<file path="src/rtl/seq_player.sv">
// Simon-style sequence player: fetches colour indices from a sequence memory and
// flashes one-hot LEDs for level+1 steps, with abort and level range checking.
module seq_player #(
  parameter int NUM_LEDS   = 4,
  parameter int SEL_W      = 2,
  parameter int ADDR_W     = 4,
  parameter int MAX_LEVEL  = 9,
  parameter int LED_W      = 10,
  parameter int ON_CYCLES  = 25_000_000,
  parameter int OFF_CYCLES = 25_000_000,
  parameter int MEM_LAT    = 1
) (
  input  logic              clk,
  input  logic              reset,
  input  logic              start,
  input  logic              abort,
  input  logic [ADDR_W-1:0] level,
  input  logic [SEL_W-1:0]  mem_data,
  output logic [ADDR_W-1:0] mem_addr,
  output logic              busy,
  output logic              done,
  output logic              err,
  output logic [LED_W-1:0]  led_out
);

  localparam int MAX_CYC = (ON_CYCLES > OFF_CYCLES) ?
                           ((ON_CYCLES > MEM_LAT) ? ON_CYCLES : MEM_LAT) :
                           ((OFF_CYCLES > MEM_LAT) ? OFF_CYCLES : MEM_LAT);
  localparam int CNT_W = (MAX_CYC > 1) ? $clog2(MAX_CYC) : 1;

  typedef enum logic [2:0] {
    S_IDLE  = 3'd0,
    S_FETCH = 3'd1,
    S_ON    = 3'd2,
    S_OFF   = 3'd3,
    S_DONE  = 3'd4
  } state_t;

  state_t              state_r, state_s;
  logic [CNT_W-1:0]    cnt_r, cnt_s;
  logic [ADDR_W-1:0]   lvl_r, lvl_s;
  logic [ADDR_W-1:0]   addr_r, addr_s;
  logic                busy_r, busy_s;
  logic                done_r, done_s;
  logic                err_r, err_s;
  logic [LED_W-1:0]    led_r, led_s;

  // Out-of-range colour indices decode to all-dark rather than aliasing onto a real LED.
  function automatic logic [LED_W-1:0] onehot_f(input logic [SEL_W-1:0] sel);
    logic [LED_W-1:0] v;
    v = {LED_W{1'b0}};
    for (int i = 0; i < NUM_LEDS; i++) begin
      if (sel == SEL_W'(i)) begin
        v[i] = 1'b1;
      end else begin
        v[i] = 1'b0;
      end
    end
    return v;
  endfunction

  // Next-state, counter and output decode.
  always_comb begin
    state_s = state_r;
    cnt_s   = cnt_r + CNT_W'(1);
    lvl_s   = lvl_r;
    addr_s  = addr_r;
    led_s   = led_r;
    done_s  = 1'b0;
    err_s   = 1'b0;
    case (state_r)
      S_IDLE: begin
        cnt_s = {CNT_W{1'b0}};
        led_s = {LED_W{1'b0}};
        if (start) begin
          if (level > ADDR_W'(MAX_LEVEL)) begin
            err_s = 1'b1;
          end else begin
            lvl_s   = level;
            addr_s  = {ADDR_W{1'b0}};
            state_s = S_FETCH;
          end
        end else begin
          state_s = S_IDLE;
        end
      end
      S_FETCH: begin
        if (cnt_r == CNT_W'(MEM_LAT - 1)) begin
          led_s   = onehot_f(mem_data);
          cnt_s   = {CNT_W{1'b0}};
          state_s = S_ON;
        end else begin
          state_s = S_FETCH;
        end
      end
      S_ON: begin
        if (cnt_r == CNT_W'(ON_CYCLES - 1)) begin
          led_s   = {LED_W{1'b0}};
          cnt_s   = {CNT_W{1'b0}};
          state_s = S_OFF;
        end else begin
          state_s = S_ON;
        end
      end
      S_OFF: begin
        if (cnt_r == CNT_W'(OFF_CYCLES - 1)) begin
          cnt_s = {CNT_W{1'b0}};
          if (addr_r == lvl_r) begin
            done_s  = 1'b1;
            state_s = S_DONE;
          end else begin
            addr_s  = addr_r + ADDR_W'(1);
            state_s = S_FETCH;
          end
        end else begin
          state_s = S_OFF;
        end
      end
      S_DONE: begin
        cnt_s   = {CNT_W{1'b0}};
        state_s = S_IDLE;
      end
      default: begin
        cnt_s   = {CNT_W{1'b0}};
        led_s   = {LED_W{1'b0}};
        state_s = S_IDLE;
      end
    endcase

    // Abort wins over any in-flight transition, including the final done pulse.
    if (abort && (state_r != S_IDLE)) begin
      state_s = S_IDLE;
      cnt_s   = {CNT_W{1'b0}};
      led_s   = {LED_W{1'b0}};
      done_s  = 1'b0;
    end else begin
      state_s = state_s;
    end

    busy_s = (state_s != S_IDLE);
  end

  // State and registered-output flops with synchronous active-low reset.
  always_ff @(posedge clk) begin
    if (!reset) begin
      state_r <= S_IDLE;
      cnt_r   <= {CNT_W{1'b0}};
      lvl_r   <= {ADDR_W{1'b0}};
      addr_r  <= {ADDR_W{1'b0}};
      busy_r  <= 1'b0;
      done_r  <= 1'b0;
      err_r   <= 1'b0;
      led_r   <= {LED_W{1'b0}};
    end else begin
      state_r <= state_s;
      cnt_r   <= cnt_s;
      lvl_r   <= lvl_s;
      addr_r  <= addr_s;
      busy_r  <= busy_s;
      done_r  <= done_s;
      err_r   <= err_s;
      led_r   <= led_s;
    end
  end

  assign mem_addr = addr_r;
  assign busy     = busy_r;
  assign done     = done_r;
  assign err      = err_r;
  assign led_out  = led_r;

endmodule

</file>
<file path="config.mk">
export PLATFORM = sky130hd
export DESIGN_NAME = seq_player
export DESIGN_NICKNAME = d
export VERILOG_FILES = /design/src/rtl/seq_player.sv
export SDC_FILE = /design/constraint.sdc
export NUM_CORES = 1
export LEC_CHECK = 0
export ABC_CLOCK_PERIOD_IN_PS = 2340
export CORE_UTILIZATION = 25
export DETAILED_ROUTE_END_ITERATION = 8
export PLACE_DENSITY_LB_ADDON = 0.2
export SYNTH_ARGS = -nofsm -noshare
export SYNTH_HDL_FRONTEND = slang
export SYNTH_SLANG_ARGS = --single-unit
</file>
<file path="constraint.sdc">
create_clock -name clk -period 2.34 [get_ports clk]
set_input_delay 0.351 -clock clk [delete_from_list [all_inputs] [get_ports clk]]
set_output_delay 0.351 -clock clk [all_outputs]
set_load 0.03 [all_outputs]
</file>
==> flow_summary_export.csv, run 1 <==
group,metric,value,unit
clock_network,cts-root-buf,"clkbuf_8",
floorplanning,start_util,25.9,%
global_routing,antenna_found_initial,0,
run_status,status,"complete, no violations",
floorplanning,placementRows,33,
sta,grt_setup_unrepaired,"false",
floorplanning,die_area,8930,sq um
sta,final_hold_viol_count,0,
worst_setup_path,path_max_fanout,6,
worst_setup_path,crit_required,2.58,ns
global_routing,grt_pass1_wl,8.05,mm
global_routing,grt_overflow,0,
logic_synthesis,synth_top_area_share,40.2,%
global_routing,grtUsageTotal,11.4,%
worst_setup_path,worstPathArrival,2.40,ns
layout,syn_to_final_growth,23.2,%
logic_synthesis,synth_seq_cells,43,
worst_setup_path,startpoint_type,"flip-flop",
worst_setup_path,crit_type,"flip-flop to flip-flop",
logic_synthesis,synthFlopType,"dfxtp_1",
logic_synthesis,yosys_warnings,0,
clock_network,insertion_delay,0.29,ns
power,power_switching,0.351,mW
logic_synthesis,synthXorXnorAreaFrac,11.1,%
logic_synthesis,synth-simple-area-share,30.1,%
clock_network,hold_buffers,0,
floorplanning,pin_count,27,
power,p_sw_share,24.8,%
sta,max_freq,463,MHz
clock_network,post_cts_buffers,0,
route,routed-wl-met3,201,um
power,combPwrFrac,12.4,%
sta,drv_slew,0,
worst_setup_path,cp-end-kind,"flip-flop",
power,power.internal,1.06,mW
clock_network,clock_path_buffers,2,
logic_synthesis,synth_most_common_cell,"dfxtp_1",
logic_synthesis,synth_edf_count,0,
logic_synthesis,synthMuxAreaShare,0.468,%
sta,worst_pin_slew,0.498,ns
route,drt-vias-per-instance,4.59,
layout,drive_above_1_share,11.2,%
clock_network,htree_num_levels,2,
power,peakVddDrop,0.000220,V
logic_synthesis,synth.avg_cell_area,8.49,sq um
layout,antennaDiodeCount,0,
power,p_clk_share,33.6,%
clock_network,cts_tree,"yes",
route,drc,0,
floorplanning,die_w,94.5,um
clock_network,numCtsBuffers,5,
route,wl_per_cell,12.1,um
logic_synthesis,synth_cell_types,42,
sta,period_minus_slack,2.16,ns
layout,utilization,31.9,%
sta,min_period_over_period,92.2,%
logic_synthesis,synth-adder-area-share,1.75,%
logic_synthesis,synth.area.top_cells,"dfxtp_1 (40%), xnor2_1 (7.8%), nor2_1 (6.1%), nor4_1 (3.8%), nand3_1 (3.5%)",
global_routing,grt_pass1_vias,1687,
layout,fin_area,2640,sq um
clock_network,cts.repair.resized,0,
logic_synthesis,synth_top_family_by_area,"simple AND/OR/NAND/NOR gates",
sta,setup_viol_count_final,0,
power,p_leak,0.847,nW
route,ant_nets,0,
placement,hpwl,3.44,mm
floorplanning,die_height,94.5,um
route,first_pass_iters,4,
logic_synthesis,async_reset_ff_share,0,%
route,routed_wl,4.72,mm
placement,placed_area,2530,sq um
logic_synthesis,synth_top_area_cell,"dfxtp_1",
job,drv.max_cap_violation_count,0,
layout,final_nets,299,
route,m1WireLength,2.38,mm
placement,gp_congestion,0.697,
placement,port_buffers,20,
logic_synthesis,syn_area,2140,sq um
floorplanning,core_area,8260,sq um
clock_network,cts_sinks,43,
clock_network,clk_pin_slew,0.08,ns
route,vias,1795,
route,wl_met2,2.09,mm
power,p_seq_share,54.0,%
route,highest_layer,"met4",
sta,fin_skew,0.0116,ns
route,drt_iter0_markers,82,
worst_setup_path,cp_slowest_cell,"or4b_4",
worst_setup_path,slowest_delay,0.65,ns
logic_synthesis,yosysSeqAreaShare,40.2,%
layout,fillers,896,
worst_setup_path,path_cells,"nor4_1 > nand4_1 > or4b_4 > a41oi_2 > or3_1",
logic_synthesis,synth_compound_area_share,11.4,%
logic_synthesis,postSynthCellCount,252,
global_routing,grt_max_degree,26,
power,power_density,536,nW/um^2
hold_path,hold_path_class,"flip-flop to flip-flop",
sta,relSlewSlack,66.5,%
logic_synthesis,ys_top_cells_by_count,"dfxtp_1 (43), nor2_1 (35), xnor2_1 (19)",
[cell type report]
type                            count  area (sq um)  share of cell area [%]
Timing Repair Buffer               33           310                    11.8
Multi-Input combinational cell    193          1210                    45.8
Clock inverter                      1          5.00                   0.190
Clock buffer                        6          82.6                    3.13
Inverter                           10          37.5                    1.42
Sequential cell                    43           861                    32.7
Tap cell                          105           131                    4.99
[logic make-up after synthesis]
logic type,count (synthesis)
buffers and inverters,21
xor gates and xnor gates,27
DFF,43
other,1
muxes,1
AOI/OAI and AO/OA,37
and+or+nand+nor,119
adders and majority gates,3
[power by group through the flow]
stage	Clock (mW)	Combinational, mW	Sequential, mW
3_5_place_dp	0	0.176	0.779
2_1_floorplan	0	0.103	0.786
4_1_cts	0.502	0.177	0.762
3_3_place_gp	0	0.176	0.779
5_1_grt	0.532	0.194	0.764
6_report	0.475	0.175	0.762
[state kept, by name, summed over array words and instances (netlist names)]
name      flops
busy          1
cnt_r        25
done          1
err           1
led_out       4
lvl_r         4
mem_addr      4
state_r       3
[critical path: cells and delay by family, from the launching register on]
kind	cells	cell delay, ns
AOI/OAI and AO/OA	1	0.22
and+or+nand+nor	4	1.53
DFF	1	0.35
[worst paths after layout]
check,endpoint,startpoint,cells after the start,slack [ns]
setup / recovery,busy,cnt_r[6],5,0.18
hold / removal,lvl_r[3],lvl_r[3],2,0.46
setup reg to reg,busy,cnt_r[6],5,0.18
hold reg to reg,lvl_r[3],lvl_r[3],2,0.46
[layer usage]
layer / up-vias / track usage, %
met3: 5 / 2.66
met1: 807 / 15.8
met4: 0 / 2.65
met2: 30 / 18.0
li1: 953 / -
met5: - / 0
[metrics by stage]
stage | setup WS, ns | instances | setup TNS (ns) | hold slack (ns) | power, mW
5_1_grt | 0.00592 | 391 | 0 | 0.489 | 1.49
3_3_place_gp | -0.0276 | 384 | -0.0309 | 0.451 | 0.955
3_5_place_dp | -0.0420 | 384 | -0.0521 | 0.456 | 0.955
2_1_floorplan | 0.378 | 257 | 0 | 0.435 | 0.889
6_report | 0.182 | 391 | 0 | 0.464 | 1.41
4_1_cts | 0.181 | 391 | 0 | 0.469 | 1.44
[cells in the final DEF, fill, tap and decap left out, types with 3 or more instances in the layout]
| cell type | count |
|---|---|
| a21oi_1 | 9 |
| and2_1 | 4 |
| and4_1 | 5 |
| buf_4 | 12 |
| clkbuf_8 | 6 |
| clkdlybuf4s50_1 | 20 |
| conb_1 | 6 |
| dfxtp_1 | 43 |
| ha_1 | 3 |
| inv_1 | 10 |
| nand2_1 | 12 |
| nand3_1 | 15 |
| nand4_1 | 8 |
| nor2_1 | 35 |
| nor3_1 | 7 |
| nor4_1 | 13 |
| o21ai_0 | 13 |
| o31ai_1 | 3 |
| xnor2_1 | 19 |
| xor2_1 | 8 |
Note: power is estimated with default switching activity, not from simulation.
==> run 2, diff against run 1 <==
--- a/config.mk
+++ b/config.mk
@@ -8,6 +8,8 @@
 export ABC_CLOCK_PERIOD_IN_PS = 2340
 export CORE_UTILIZATION = 25
 export DETAILED_ROUTE_END_ITERATION = 8
+export GPL_ROUTABILITY_DRIVEN = 0
+export GPL_TIMING_DRIVEN = 0
 export PLACE_DENSITY_LB_ADDON = 0.2
 export SYNTH_ARGS = -nofsm -noshare
 export SYNTH_HDL_FRONTEND = slang
==> run 2 against run 1 <==
Count of clock-buffer cells in the layout is 1 higher; sequential share of layout area is 0.33 points higher; clock power is 12% higher; critical path depth is 1 higher; setup slack worse by 0.021 ns; first-iteration DRC count is 24% lower; register-to-register slack hardly changed; critical endpoint is now mem_addr[3]; highest routed layer unchanged.
==> flow_summary_export.csv, run 2 (synthesized netlist as in run 1, its figures left out) <==
group,metric,value,unit
worst_setup_path,crit_type,"input port to flip-flop",
layout,fillers,917,
power,power_density,560,nW/um^2
layout,top_register,"cnt_r",
sta,max_freq,459,MHz
route,wl_met2,2.08,mm
sta,min_period_over_period,93.1,%
sta,grt_setup_unrepaired,"false",
global_routing,grtUsageTotal,11.3,%
worst_setup_path,ff2ff_path_depth,5,
route,first_pass_iters,4,
hold_path,hold_path_class,"flip-flop to flip-flop",
clock_network,numCtsBuffers,5,
worst_setup_path,path_cells,"clkdlybuf4s50_1 > or4b_4 > or2_4 > o31a_4 > or4_1 > a21oi_1",
route,drt-vias-per-instance,4.69,
worst_setup_path,cp-end-kind,"flip-flop",
global_routing,grt_pass1_wl,7.85,mm
sta,setup_viol_count_final,0,
hold_path,min_to,"lvl_r[3]",
floorplanning,die_height,94.5,um
global_routing,grt_overflow,0,
sta,final_hold_viol_count,0,
clock_network,hold_buffers,0,
placement,pre_cts_ws,-0.150,ns
global_routing,antenna_found_initial,0,
route,wl_per_cell,12.2,um
route,routed-wl-met3,231,um
floorplanning,start_util,25.9,%
route,ant_nets,0,
power,peakVddDrop,0.000232,V
route,routed_wl,4.77,mm
floorplanning,die_w,94.5,um
layout,largest_register_ff_count,25,
route,drc,0,
hold_path,whs_path_depth,2,
layout,final_common_cell,"dfxtp_1",
floorplanning,placementRows,33,
clock_network,cts_sinks,43,
layout,antennaDiodeCount,0,
global_routing,grt_max_degree,14,
job,drv.max_cap_violation_count,0,
layout,syn_to_final_growth,21.9,%
worst_setup_path,crit_required,2.57,ns
sta,worst_pin_slew,0.504,ns
clock_network,cts_tree,"yes",
route,drt_iter0_markers,62,
power,fin_total_pwr,1.46,mW
worst_setup_path,worstPathArrival,2.41,ns
layout,final_cell_mix,"dfxtp_1 (43), nor2_1 (35), clkdlybuf4s50_1 (20)",
worst_setup_path,path_max_fanout,9,
sta,relSlewSlack,66.1,%
sta,fin_skew,0.0155,ns
worst_setup_path,reg2reg_to,"mem_addr[3]",
power,p_leak,0.830,nW
route,highest_layer,"met4",
sta,fin_setup_tns,0,ns
clock_network,clock_path_buffers,2,
worst_setup_path,r2r_slack,0.17,ns
clock_network,htree_num_levels,2,
clock_network,clk_pin_slew,0.08,ns
worst_setup_path,path_buf_inv,1,
worst_setup_path,cp_slowest_cell,"or4b_4",
placement,hpwl,3.42,mm
run_status,status,"complete, no violations",
clock_network,post_cts_buffers,0,
global_routing,grt_pass1_vias,1664,
worst_setup_path,critical_path.top_delay_family,"simple AND/OR/NAND/NOR gates",
route,vias,1831,
layout,drive_above_1_share,10.2,%
placement,port_buffers,20,
worst_setup_path,slowest_delay,0.50,ns
sta,period_minus_slack,2.18,ns
floorplanning,core_area,8260,sq um
sta,whs,0.467,ns
layout,final_nets,297,
clock_network,cts-root-buf,"clkbuf_8",
floorplanning,pin_count,27,
sta,timing.final.ws_setup,0.161,ns
hold_path,worstHoldStart,"lvl_r[3]",
worst_setup_path,startpoint_type,"input port",
clock_network,insertion_delay,0.30,ns
route,m1WireLength,2.41,mm
floorplanning,die_area,8930,sq um
worst_setup_path,reg2reg_from,"cnt_r[17]",
sta,drv_slew,0,
-- run 2: cell types whose count changed in the layout (fill, tap and decap cells not counted), sizes merged --
cell      change
buf           -6
clkbuf        +5
clkinv        -1
clkinvlp      +1
-- run 2: power by group --
part           leakage [nW]  internal, mW  switching, mW
Combinational         0.432        0.0738         0.0955
Clock                0.0505         0.269          0.266
Sequential            0.348         0.747         0.0113
Total                 0.830          1.09          0.372
-- run 2: metrics by stage --
step / utilization, % / instance area, sq um / instances
2_1_floorplan: - / 2160 / 257
3_3_place_gp: 30.2 / 2490 / 382
3_5_place_dp: 30.2 / 2490 / 382
4_1_cts: 31.4 / 2590 / 390
5_1_grt: 31.6 / 2610 / 390
6_report: 31.6 / 2610 / 390
-- run 2: layout make-up --
| class | count | area, sq um | area share, % |
|---|---|---|---|
| Multi-Input combinational cell | 193 | 1210 | 46.3 |
| Timing Repair Buffer | 20 | 200 | 7.67 |
| Inverter | 10 | 37.5 | 1.44 |
| Tap cell | 105 | 131 | 5.04 |
| Clock buffer | 7 | 96.3 | 3.69 |
| Sequential cell | 43 | 861 | 33.0 |
| Buffer | 11 | 67.6 | 2.59 |
| Clock inverter | 1 | 7.51 | 0.288 |
-- run 2: worst max path at each step --
| stage | start | end | slack [ns] | depth (start not counted) |
|---|---|---|---|---|
| after floorplan | state_r[2] | mem_addr[3] | 0.38 | 5 |
| after global placement | start | mem_addr[3] | -0.13 | 6 |
| after detailed placement | start | mem_addr[3] | -0.15 | 6 |
| after CTS | cnt_r[15] | cnt_r[19] | 0.05 | 6 |
| after global routing | cnt_r[11] | cnt_r[3] | 0.03 | 6 |
| final | start | mem_addr[3] | 0.16 | 6 |
-- run 2: tightest hold or removal path: cells and delay by family, from the launching register on --
kind / cells / cell delay [ns]
DFF: 1 / 0.32
buffers and inverters: 1 / 0.05
AOI/OAI and AO/OA: 1 / 0.05
-- run 2: layer usage --
| metal | up-vias | GRT usage (%) |
|---|---|---|
| met2 | 38 | 18.3 |
| li1 | 945 | - |
| met1 | 842 | 14.7 |
| met5 | - | 0 |
| met4 | 0 | 3.41 |
| met3 | 6 | 2.98 |
-- run 2: what timing repair did --
action	in CTS	in global routing
resized for setup	0	7
hold endpoints to repair	0	0
setup endpoints to repair	0	26
==> run 3, diff against run 2 <==
--- a/config.mk
+++ b/config.mk
@@ -6,11 +6,13 @@
 export NUM_CORES = 1
 export LEC_CHECK = 0
 export ABC_CLOCK_PERIOD_IN_PS = 2340
+export CORE_MARGIN = 2
 export CORE_UTILIZATION = 25
 export DETAILED_ROUTE_END_ITERATION = 8
 export GPL_ROUTABILITY_DRIVEN = 0
 export GPL_TIMING_DRIVEN = 0
 export PLACE_DENSITY_LB_ADDON = 0.2
+export REMOVE_ABC_BUFFERS = 1
 export SYNTH_ARGS = -nofsm -noshare
 export SYNTH_HDL_FRONTEND = slang
 export SYNTH_SLANG_ARGS = --single-unit
==> run 3 against run 2 <==
Register-to-register slack worse by 0.02 ns; cell count is 2.6% lower; cell area is 2.6% lower; power is 4.3% lower; maximum frequency is 0.46% lower; flip-flop and latch count stayed put; critical path type is now flip-flop to flip-flop.
==> flow_summary_export.csv, run 3 (synthesized netlist as in run 1, its figures left out) <==
group,metric,value,unit
run_status,status,"complete, no violations",
hold_path,whs_path_depth,2,
power,p_clk_share,34.5,%
clock_network,insertion_delay,0.29,ns
route,vias,1760,
route,drc,0,
sta,final_hold_viol_count,0,
sta,relSlewSlack,66.2,%
route,drt_iter0_markers,90,
layout,fillers,895,
power,p_leak,0.787,nW
worst_setup_path,cp-end-kind,"flip-flop",
sta,grt_setup_unrepaired,"false",
sta,fin_skew,0.00806,ns
worst_setup_path,reg2reg_to,"mem_addr[3]",
route,wl_per_cell,12.4,um
layout,final_cell_mix,"dfxtp_1 (43), nor2_1 (35), clkdlybuf4s50_1 (20)",
floorplanning,core_area,8260,sq um
power,power.internal,1.04,mW
clock_network,cts_tree,"yes",
layout,syn_to_final_growth,18.8,%
worst_setup_path,path_buf_inv,0,
worst_setup_path,crit_required,2.56,ns
sta,period_minus_slack,2.19,ns
floorplanning,start_util,25.9,%
sta,max_freq,457,MHz
worst_setup_path,crit_type,"flip-flop to flip-flop",
power,power_switching,0.355,mW
layout,multiInputGateArea,1210,sq um
placement,place_inst,371,
global_routing,grt_overflow,0,
worst_setup_path,worstPathArrival,2.41,ns
worst_setup_path,r2r_slack,0.15,ns
sta,whs,0.468,ns
global_routing,grt_pass1_vias,1576,
job,drv.max_cap_violation_count,0,
worst_setup_path,slowest_delay,0.60,ns
global_routing,grtUsageTotal,10.6,%
route,ant_nets,0,
worst_setup_path,reg2reg_from,"state_r[0]",
sta,drv_slew,0,
hold_path,worstHoldStart,"led_out[3]",
power,power_density,550,nW/um^2
floorplanning,die_w,96.5,um
clock_network,numCtsBuffers,5,
clock_network,hold_buffers,0,
layout,antennaDiodeCount,0,
layout,final_cell_count_no_fill,380,
power,fin_total_pwr,1.40,mW
sta,worst_pin_slew,0.503,ns
global_routing,grt_max_degree,26,
worst_setup_path,path_cells,"or4b_4 > or2_4 > o31a_4 > or4_1 > a21oi_1",
worst_setup_path,critical_path.top_delay_family,"simple AND/OR/NAND/NOR gates",
clock_network,clock_path_buffers,2,
route,routed_wl,4.69,mm
power,p_seq_share,54.7,%
placement,hpwl,3.25,mm
sta,setup_viol_count_final,0,
route,drt-vias-per-instance,4.63,
layout,final_common_cell,"dfxtp_1",
clock_network,htree_num_levels,2,
global_routing,grt_pass1_wl,7.69,mm
hold_path,hold_path_class,"flip-flop to flip-flop",
worst_setup_path,path_max_fanout,11,
worst_setup_path,startpoint_type,"flip-flop",
layout,final_nets,288,
power,combPwrFrac,10.9,%
hold_path,min_to,"led_out[3]",
route,first_pass_iters,4,
worst_setup_path,cp_slowest_cell,"or4b_4",
clock_network,cts-root-buf,"clkbuf_8",
layout,top_register,"cnt_r",
floorplanning,pin_count,27,
worst_setup_path,ff2ff_path_depth,5,
floorplanning,die_height,96.5,um
clock_network,clk_pin_slew,0.08,ns
layout,regArea,861,sq um
power,peakVddDrop,0.000210,V
sta,min_period_over_period,93.6,%
layout,drive_above_1_share,8.00,%
floorplanning,placementRows,33,
placement,port_buffers,20,
power,p_sw_share,25.4,%
clock_network,cts_sinks,43,
layout,largest_register_ff_count,25,
floorplanning,die_area,9310,sq um
global_routing,antenna_found_initial,0,
[run 3: cell count changes in the layout (fill, tap and decap cells not counted)]
| cell | change |
|---|---|
| buf_2 | -1 |
| clkbuf_2 | -2 |
| clkinvlp_4 | -1 |
| a21o_2 | +1 |
| clkbuf_1 | -2 |
| buf_4 | -4 |
| clkbuf_8 | -1 |
| a21o_1 | -1 |
| clkinv_2 | +1 |
[run 3: final cells by class]
class	count	area share [%]
multi-input combinational	193	47.6
sequential	43	33.9
timing repair buffer	22	8.47
tap	105	5.17
clock buffer	6	3.25
inverter	10	1.48
clock inverter	1	0.197
[run 3: repair_timing]
action / 4_1_cts / 5_1_grt
cloned: 0 / 0
endpoints found under the setup margin: 25 / 32
resized for setup: 1 / 3
pin swaps: 0 / 1
setup buffers: 0 / 2
[run 3: metrics by stage]
| step | setup TNS [ns] | util (%) | instance area (sq um) | worst slack (ns) |
|---|---|---|---|---|
| 3_3_place_gp | -0.444 | 29.4 | 2420 | -0.151 |
| 4_1_cts | 0 | 30.4 | 2510 | 0.113 |
| 6_report | 0 | 30.8 | 2540 | 0.151 |
| 5_1_grt | 0 | 30.8 | 2540 | 0.0632 |
| 3_5_place_dp | -1.02 | 29.4 | 2420 | -0.120 |
| 2_1_floorplan | 0 | - | 2090 | 0.312 |
[run 3: routing by layer]
metal / track usage [%] / routed length [um] / vias to the layer above / part of all wire [%]
met5: 0 / 0 / - / 0
met4: 2.46 / 14 / 0 / 0.30
met3: 2.56 / 195 / 2 / 4.2
met2: 16.4 / 2020 / 27 / 43
met1: 14.9 / 2470 / 801 / 53
li1: - / - / 930 / -
[run 3: worst max path at each step]
stage / depth (start not counted) / start / endpoint / slack, ns
CTS: 5 / cnt_r[17] / busy / 0.11
global placement: 6 / start / mem_addr[3] / -0.15
finish: 5 / state_r[0] / mem_addr[3] / 0.15
global route: 5 / state_r[1] / mem_addr[3] / 0.06
detailed placement: 6 / start / mem_addr[3] / -0.12
floorplan: 5 / state_r[1] / mem_addr[3] / 0.31
[run 3: worst register-to-register path, delay by kind of cell (launching register included)]
kind	cells	cell delay (ns)
compound gates	2	0.29
flops	1	0.42
simple gates	3	1.41
[run 3: power by group through the flow]
stage / Sequential, mW / Clock (mW) / Combinational (mW)
5_1_grt: 0.768 / 0.541 / 0.167
2_1_floorplan: 0.790 / 0 / 0.0885
3_3_place_gp: 0.782 / 0 / 0.152
3_5_place_dp: 0.781 / 0 / 0.152
4_1_cts: 0.764 / 0.505 / 0.153
6_report: 0.764 / 0.482 / 0.152
